<file path="src/rtl/mvau_pkg.sv">
// ---------------------------------------------------------------------------
// mvau_pkg
// Shared definitions for the MVAU weight-memory address sequencer.
//   - wctrl_state_t : two-state controller encoding (IDLE / RUN)
//   - cnt_bw        : width helper for a fold counter that counts 0..n-1
//   - depth_ok      : elaboration check that the memory depth matches SF*NF
//   - addr_bw_ok    : elaboration check that the address width covers the depth
// ---------------------------------------------------------------------------
package mvau_pkg;

    typedef enum logic {
        IDLE = 1'b0,
        RUN  = 1'b1
    } wctrl_state_t;

    // A counter over 0..n-1 needs at least one bit even when n is 1.
    function automatic int unsigned cnt_bw(input int unsigned n);
        return (n < 2) ? 1 : $clog2(n);
    endfunction

    // The address walk relies on one full SF*NF sweep per pixel, so the
    // memory must hold exactly that many words.
    function automatic bit depth_ok(input int unsigned sf,
                                    input int unsigned nf,
                                    input int unsigned depth);
        return depth == sf * nf;
    endfunction

    function automatic bit addr_bw_ok(input int unsigned depth,
                                      input int unsigned bw);
        return (64'd1 << bw) >= 64'(depth);
    endfunction

endpackage

</file>
<file path="src/rtl/mvau_wmem_ctrl_fold_cnt.sv">
// ---------------------------------------------------------------------------
// mvau_fold_cnt
// Parameterised wrap counter used for the synapse, neuron and repetition
// folds. Counts 0..MAX-1 on inc_i and wraps back to 0.
// Ports:
//   clk_i   : clock, rising edge
//   rst_ni  : asynchronous active-low reset (count -> 0)
//   clr_i   : synchronous clear, takes priority over inc_i
//   inc_i   : advance by one this cycle
//   last_o  : count is currently MAX-1
//   wrap_o  : count wraps on this cycle (inc_i while last_o)
// ---------------------------------------------------------------------------
module mvau_fold_cnt #(
    parameter int unsigned MAX = 2,
    parameter int unsigned BW  = 1
) (
    input  logic clk_i,
    input  logic rst_ni,
    input  logic clr_i,
    input  logic inc_i,
    output logic last_o,
    output logic wrap_o
);

    localparam logic [BW-1:0] LAST = BW'(MAX - 1);

    logic [BW-1:0] cnt_q;
    logic [BW-1:0] cnt_d;

    assign last_o = (cnt_q == LAST);
    assign wrap_o = inc_i & last_o;

    // Wrap to zero on the last value so the chained counter above sees
    // exactly one wrap pulse per full sweep.
    always_comb begin
        cnt_d = cnt_q;
        if (clr_i) begin
            cnt_d = '0;
        end else if (inc_i) begin
            cnt_d = last_o ? '0 : cnt_q + 1'b1;
        end
    end

    always_ff @(posedge clk_i or negedge rst_ni) begin
        if (!rst_ni) begin
            cnt_q <= '0;
        end else begin
            cnt_q <= cnt_d;
        end
    end

endmodule

</file>
<file path="src/rtl/mvau_wmem_ctrl.sv">
// ---------------------------------------------------------------------------
// mvau_wmem_ctrl
// Address sequencer for one MVAU PE weight memory (1-cycle registered read).
// Walks SF words per neuron row, NF rows per pixel, NUM_REPS pixels per frame,
// and tags each returned word with valid / row-last / pixel-last markers that
// line up with the memory read latency.
// Ports:
//   aclk           : clock, rising edge
//   aresetn        : asynchronous active-low reset
//   start          : frame start pulse, accepted only when idle
//   adv            : one weight word is consumed this cycle
//   wmem_addr      : registered read address to the weight memory
//   wt_vld         : memory output word is valid this cycle
//   sf_last        : valid word is the last of its neuron row
//   nf_last        : valid word is the last word of the pixel
//   busy           : frame in progress
//   frame_done     : one-cycle pulse with the final word of the frame
//   perf_stall_cnt : (MVAU_WMEM_CTRL_PERF_EN only) RUN cycles without adv
// Optional feature macro: MVAU_WMEM_CTRL_PERF_EN
// ---------------------------------------------------------------------------
module mvau_wmem_ctrl
    import mvau_pkg::*;
#(
    parameter int unsigned SF           = 2,
    parameter int unsigned NF           = 2,
    parameter int unsigned WMEM_DEPTH   = 4,
    parameter int unsigned WMEM_ADDR_BW = 4,
    parameter int unsigned NUM_REPS     = 3,
    parameter int unsigned REP_BW       = 16
) (
    input  logic                    aclk,
    input  logic                    aresetn,
    input  logic                    start,
    input  logic                    adv,
    output logic [WMEM_ADDR_BW-1:0] wmem_addr,
    output logic                    wt_vld,
    output logic                    sf_last,
    output logic                    nf_last,
    output logic                    busy,
`ifdef MVAU_WMEM_CTRL_PERF_EN
    output logic [31:0]             perf_stall_cnt,
`endif
    output logic                    frame_done
);

    if (!depth_ok(SF, NF, WMEM_DEPTH)) begin : g_bad_depth
        $error("mvau_wmem_ctrl: WMEM_DEPTH must equal SF*NF");
    end
    if (!addr_bw_ok(WMEM_DEPTH, WMEM_ADDR_BW)) begin : g_bad_addr_bw
        $error("mvau_wmem_ctrl: WMEM_ADDR_BW too narrow for WMEM_DEPTH");
    end
    if (NUM_REPS < 1) begin : g_bad_reps
        $error("mvau_wmem_ctrl: NUM_REPS must be at least 1");
    end

    localparam logic [WMEM_ADDR_BW-1:0] LAST_ADDR = WMEM_ADDR_BW'(WMEM_DEPTH - 1);

    wctrl_state_t            state_q, state_d;
    logic [WMEM_ADDR_BW-1:0] addr_q, addr_d;
    logic                    vld_q, sf_last_q, nf_last_q, done_q;

    logic start_acc;
    logic beat;
    logic sf_is_last, sf_wrap;
    logic nf_is_last, nf_wrap;
    logic rep_is_last, rep_wrap;

    assign start_acc = (state_q == IDLE) && start;
    assign beat      = (state_q == RUN) && adv;

    mvau_fold_cnt #(.MAX(SF), .BW(cnt_bw(SF))) u_sf_cnt (
        .clk_i (aclk),
        .rst_ni(aresetn),
        .clr_i (start_acc),
        .inc_i (beat),
        .last_o(sf_is_last),
        .wrap_o(sf_wrap)
    );

    mvau_fold_cnt #(.MAX(NF), .BW(cnt_bw(NF))) u_nf_cnt (
        .clk_i (aclk),
        .rst_ni(aresetn),
        .clr_i (start_acc),
        .inc_i (sf_wrap),
        .last_o(nf_is_last),
        .wrap_o(nf_wrap)
    );

    mvau_fold_cnt #(.MAX(NUM_REPS), .BW(REP_BW)) u_rep_cnt (
        .clk_i (aclk),
        .rst_ni(aresetn),
        .clr_i (start_acc),
        .inc_i (nf_wrap),
        .last_o(rep_is_last),
        .wrap_o(rep_wrap)
    );

    // The repetition counter wrapping means the final word of the frame was
    // just issued, so the controller drops back to IDLE on that beat.
    always_comb begin
        state_d = state_q;
        addr_d  = addr_q;
        case (state_q)
            IDLE: begin
                addr_d = '0;
                if (start) begin
                    state_d = RUN;
                end
            end
            RUN: begin
                if (beat) begin
                    addr_d = (addr_q == LAST_ADDR) ? '0 : addr_q + 1'b1;
                end
                if (rep_wrap) begin
                    state_d = IDLE;
                end
            end
            default: state_d = IDLE;
        endcase
    end

    // Markers are sampled on the adv beat and registered once so they arrive
    // together with the word the memory read on that beat.
    always_ff @(posedge aclk or negedge aresetn) begin
        if (!aresetn) begin
            state_q   <= IDLE;
            addr_q    <= '0;
            vld_q     <= 1'b0;
            sf_last_q <= 1'b0;
            nf_last_q <= 1'b0;
            done_q    <= 1'b0;
        end else begin
            state_q   <= state_d;
            addr_q    <= addr_d;
            vld_q     <= beat;
            sf_last_q <= beat & sf_is_last;
            nf_last_q <= beat & sf_is_last & nf_is_last;
            done_q    <= nf_wrap & rep_is_last;
        end
    end

    assign wmem_addr  = addr_q;
    assign wt_vld     = vld_q;
    assign sf_last    = sf_last_q;
    assign nf_last    = nf_last_q;
    assign frame_done = done_q;
    // busy drops as the FSM re-enters IDLE, which is the cycle frame_done is high.
    assign busy       = (state_q == RUN);

`ifdef MVAU_WMEM_CTRL_PERF_EN
    logic [31:0] stall_q, stall_d;

    // Stall cycles are RUN cycles without a beat; the count saturates and is
    // left untouched while idle so it can be read after the frame.
    always_comb begin
        stall_d = stall_q;
        if (start_acc) begin
            stall_d = '0;
        end else if ((state_q == RUN) && !adv && (stall_q != '1)) begin
            stall_d = stall_q + 32'd1;
        end
    end

    always_ff @(posedge aclk or negedge aresetn) begin
        if (!aresetn) begin
            stall_q <= '0;
        end else begin
            stall_q <= stall_d;
        end
    end

    assign perf_stall_cnt = stall_q;
`endif

endmodule

</file>
<file path="config.mk">
export PLATFORM = sky130hd
export DESIGN_NAME = mvau_wmem_ctrl
export DESIGN_NICKNAME = d
export VERILOG_FILES = /design/src/rtl/mvau_pkg.sv /design/src/rtl/mvau_wmem_ctrl_fold_cnt.sv /design/src/rtl/mvau_wmem_ctrl.sv
export SDC_FILE = /design/constraint.sdc
export NUM_CORES = 1
export LEC_CHECK = 0
export ABC_AREA = 1
export CORE_AREA = 2 2 65 67
export CTS_BUF_LIST = sky130_fd_sc_hd__clkbuf_2
export DETAILED_ROUTE_END_ITERATION = 6
export DIE_AREA = 0 0 67 69
export GPL_TIMING_DRIVEN = 0
export MAX_ROUTING_LAYER = met4
export PLACE_DENSITY_LB_ADDON = 0.08
export SYNTH_ARGS = -nofsm -noshare
export SYNTH_HDL_FRONTEND = slang
export SYNTH_SLANG_ARGS = --single-unit
</file>
<file path="constraint.sdc">
create_clock -name aclk -period 3.87 [get_ports aclk]
set_input_delay 0.5805 -clock aclk [delete_from_list [all_inputs] [get_ports aclk]]
set_output_delay 0.5805 -clock aclk [all_outputs]
set_load 0.05 [all_outputs]
</file>
==> run metrics <==
Final Hold Fails=0; Sink Count=27; CP max-delay cell=clkdlybuf4s50_1; crit path kind=reg2out; initial antenna violation count=0; Remaining DRCs=0; First-pass DRT Iterations=4; leakage power=0.8369 nW; Crit path arrival time=1.63 ns; fin crit period=2.210 ns; Core ar.=3914 sq um; Vias/cell=4.840; Fmax=452.5 MHz; Area Growth Syn to Fin=13.05%; global route overflow=0; GPL Wtd Cong=0.8459; Filler Cell Count=407; Critical Path Max Stage Delay=0.82 ns; Register Area=675.6 sq um; crit path cell chain=clkdlybuf4s50_1; row cnt=23; critical path's top delay family=buffers and inverters; WL per Instance=12.16 um; PwrDens=511.5 nW/um^2; met2 Track Usage GR=25.96%; vias in the first global route=1260; Starting Density=38.71%; post-synthesis sequential area ratio=44.59%; run status=finished, final reports clean; Antenna Violating Nets Remaining=0; cell with the most instances after synthesis=nand2_1; M1 GR Usage=21.33%; multi-input logic area=721.9 sq um; Initial DRC Count=59; Routed Wire Length=3198 um; Die Y=69 um; worst path bufs/invs=1; Netlist Area Pre-Place=1515 sq um; met3 Use GR=2.121%; net total in the final layout=221; syn nets=204; CTS tree=done; chip width=67 um; CP Max Fanout=5; clk_lat worst skew=0.35 ns; relative slew slack=59.17%; Post-synth EDFFs=0; pin count of the biggest net entering global routing=28; Post-CTS Setup Inserts=0; Final period util=57.10%; Max Cap Violations=0; synthesized instance count=197; RSZ-0062 raised after global routing=false; Port Buffers=12; Worst-Margin Slew=0.6124 ns; pre-CTS WS=1.744 ns; via count=1273; Synth area leader=dfrtp_1; first-pass GRT wire length=5768 um; Ports=13; layout cells sized above 1=10.33%; Root Driver=clkbuf_2; syn avg cell area=7.691 sq um; Setup TNS Final=0 ns; Worst Setup Slack, final=1.660 ns; Unique masters post-synth=25; share of the synthesized area in the top cell type=44.59%; crit start category=register; final setup vio count=0; pins over their slew limit=0; CP endpoint kind=output pin; Main synth FF type=dfrtp_1; HP Class=in2async; Largest register FFs=16; Antenna diodes=0; grt peak-use layer=met2; Ys Warns=0; Post-synth ARST share=100.0%; total track usage=16.14%; Num CTS Buffers=3; Max IR drop VDD=0.1387 mV; htree depth=1; die footprint=4623 sq um; Max Clock Skew=0.01156 ns; Synth top cells by count=nand2_1 (53), dfrtp_1 (27), inv_1 (25); Synth area leaders=dfrtp_1 (45%), nand2_1 (13%), inv_1 (6.2%); Clock transition at path regs=0.27 ns; DP HPWL=2404 um; clock buffer depth=2; cts repair resizes=0; Hold-fix buffers, CTS=0; Worst EP required=3.29 ns; #FFs+latches synth=27; Top reg by flops=u_rep_cnt.cnt_q
==> power breakdown <==
group          switching [mW]  internal (mW)
Sequential             0.0775          0.346
Clock                  0.0851         0.0273
Combinational           0.217          0.124
Total                   0.380          0.496
==> metrics by stage <==
step / hold WS, ns / instance area [sq um] / util [%] / total power [mW] / instances
floorplan: 0.2849 / 1515 / - / 0.6666 / 197
global placement: 0.5145 / 1698 / 43.38 / 0.7569 / 259
detailed placement: 0.5214 / 1698 / 43.38 / 0.7731 / 259
CTS: 0.5502 / 1718 / 43.89 / 0.8880 / 263
global route: 0.1816 / 1713 / 43.77 / 0.9504 / 263
finish: 0.1799 / 1713 / 43.77 / 0.8761 / 263
==> metal layers <==
layer / share of wire [%] / up-vias
met1: 48 / 585
li1: - / 664
met5: 0 / -
met4: 0.75 / 0
met2: 48 / 22
met3: 3.3 / 2
==> final timing paths <==
path,from,endpoint,slack (ns),cells past startpoint
worst min register to register,wmem_addr[0]$_DFFE_PN0P_,wmem_addr[0]$_DFFE_PN0P_,0.55,1
min in group aclk,wmem_addr[0]$_DFFE_PN0P_,wmem_addr[0]$_DFFE_PN0P_,0.55,1
worst max-delay path,wmem_addr[0]$_DFFE_PN0P_,wmem_addr[0],1.66,1
worst max register to register,u_rep_cnt.cnt_q[0]$_DFFE_PN0P_,u_rep_cnt.cnt_q[12]$_DFFE_PN0P_,2.18,11
max in group asynchronous,aresetn,wmem_addr[0]$_DFFE_PN0P_,3.29,1
worst min-delay path,aresetn,u_nf_cnt.last_o$_DFFE_PN0P_,0.18,1
==> cells by family after synthesis <==
family / after synthesis / share of synthesized area (%)
AND/OR/NAND/NOR: 113 / 35.51
XOR/XNOR: 2 / 1.156
adder cells (fa/ha/maj): 3 / 2.478
flip-flops: 27 / 44.59
AO/OA/AOI/OAI: 24 / 8.505
buffers and inverters: 28 / 7.762
==> final cells by class <==
cell class              count  area share [%]
multi-input cells         142           42.15
flip-flops and latches     27           39.44
repair buffers             12           6.720
inverters                  25           5.478
well taps                  50           3.652
plain buffers               3           1.388
clock buffers               4           1.169
==> placed cells by master (no fill, tap or decap), types with 3 or more instances in the layout <==
cell type,Yosys,routed
a21oi_1,12,12
clkbuf_2,0,4
clkdlybuf4s50_1,0,11
dfrtp_1,27,27
ha_1,3,3
inv_1,25,25
nand2_1,53,53
nand2_2,3,3
nand3_1,18,18
nand4_1,7,7
nor2_1,20,20
nor2_4,4,4
o21ai_0,7,7
No activity file was read; power rests on OpenSTA's default activity.
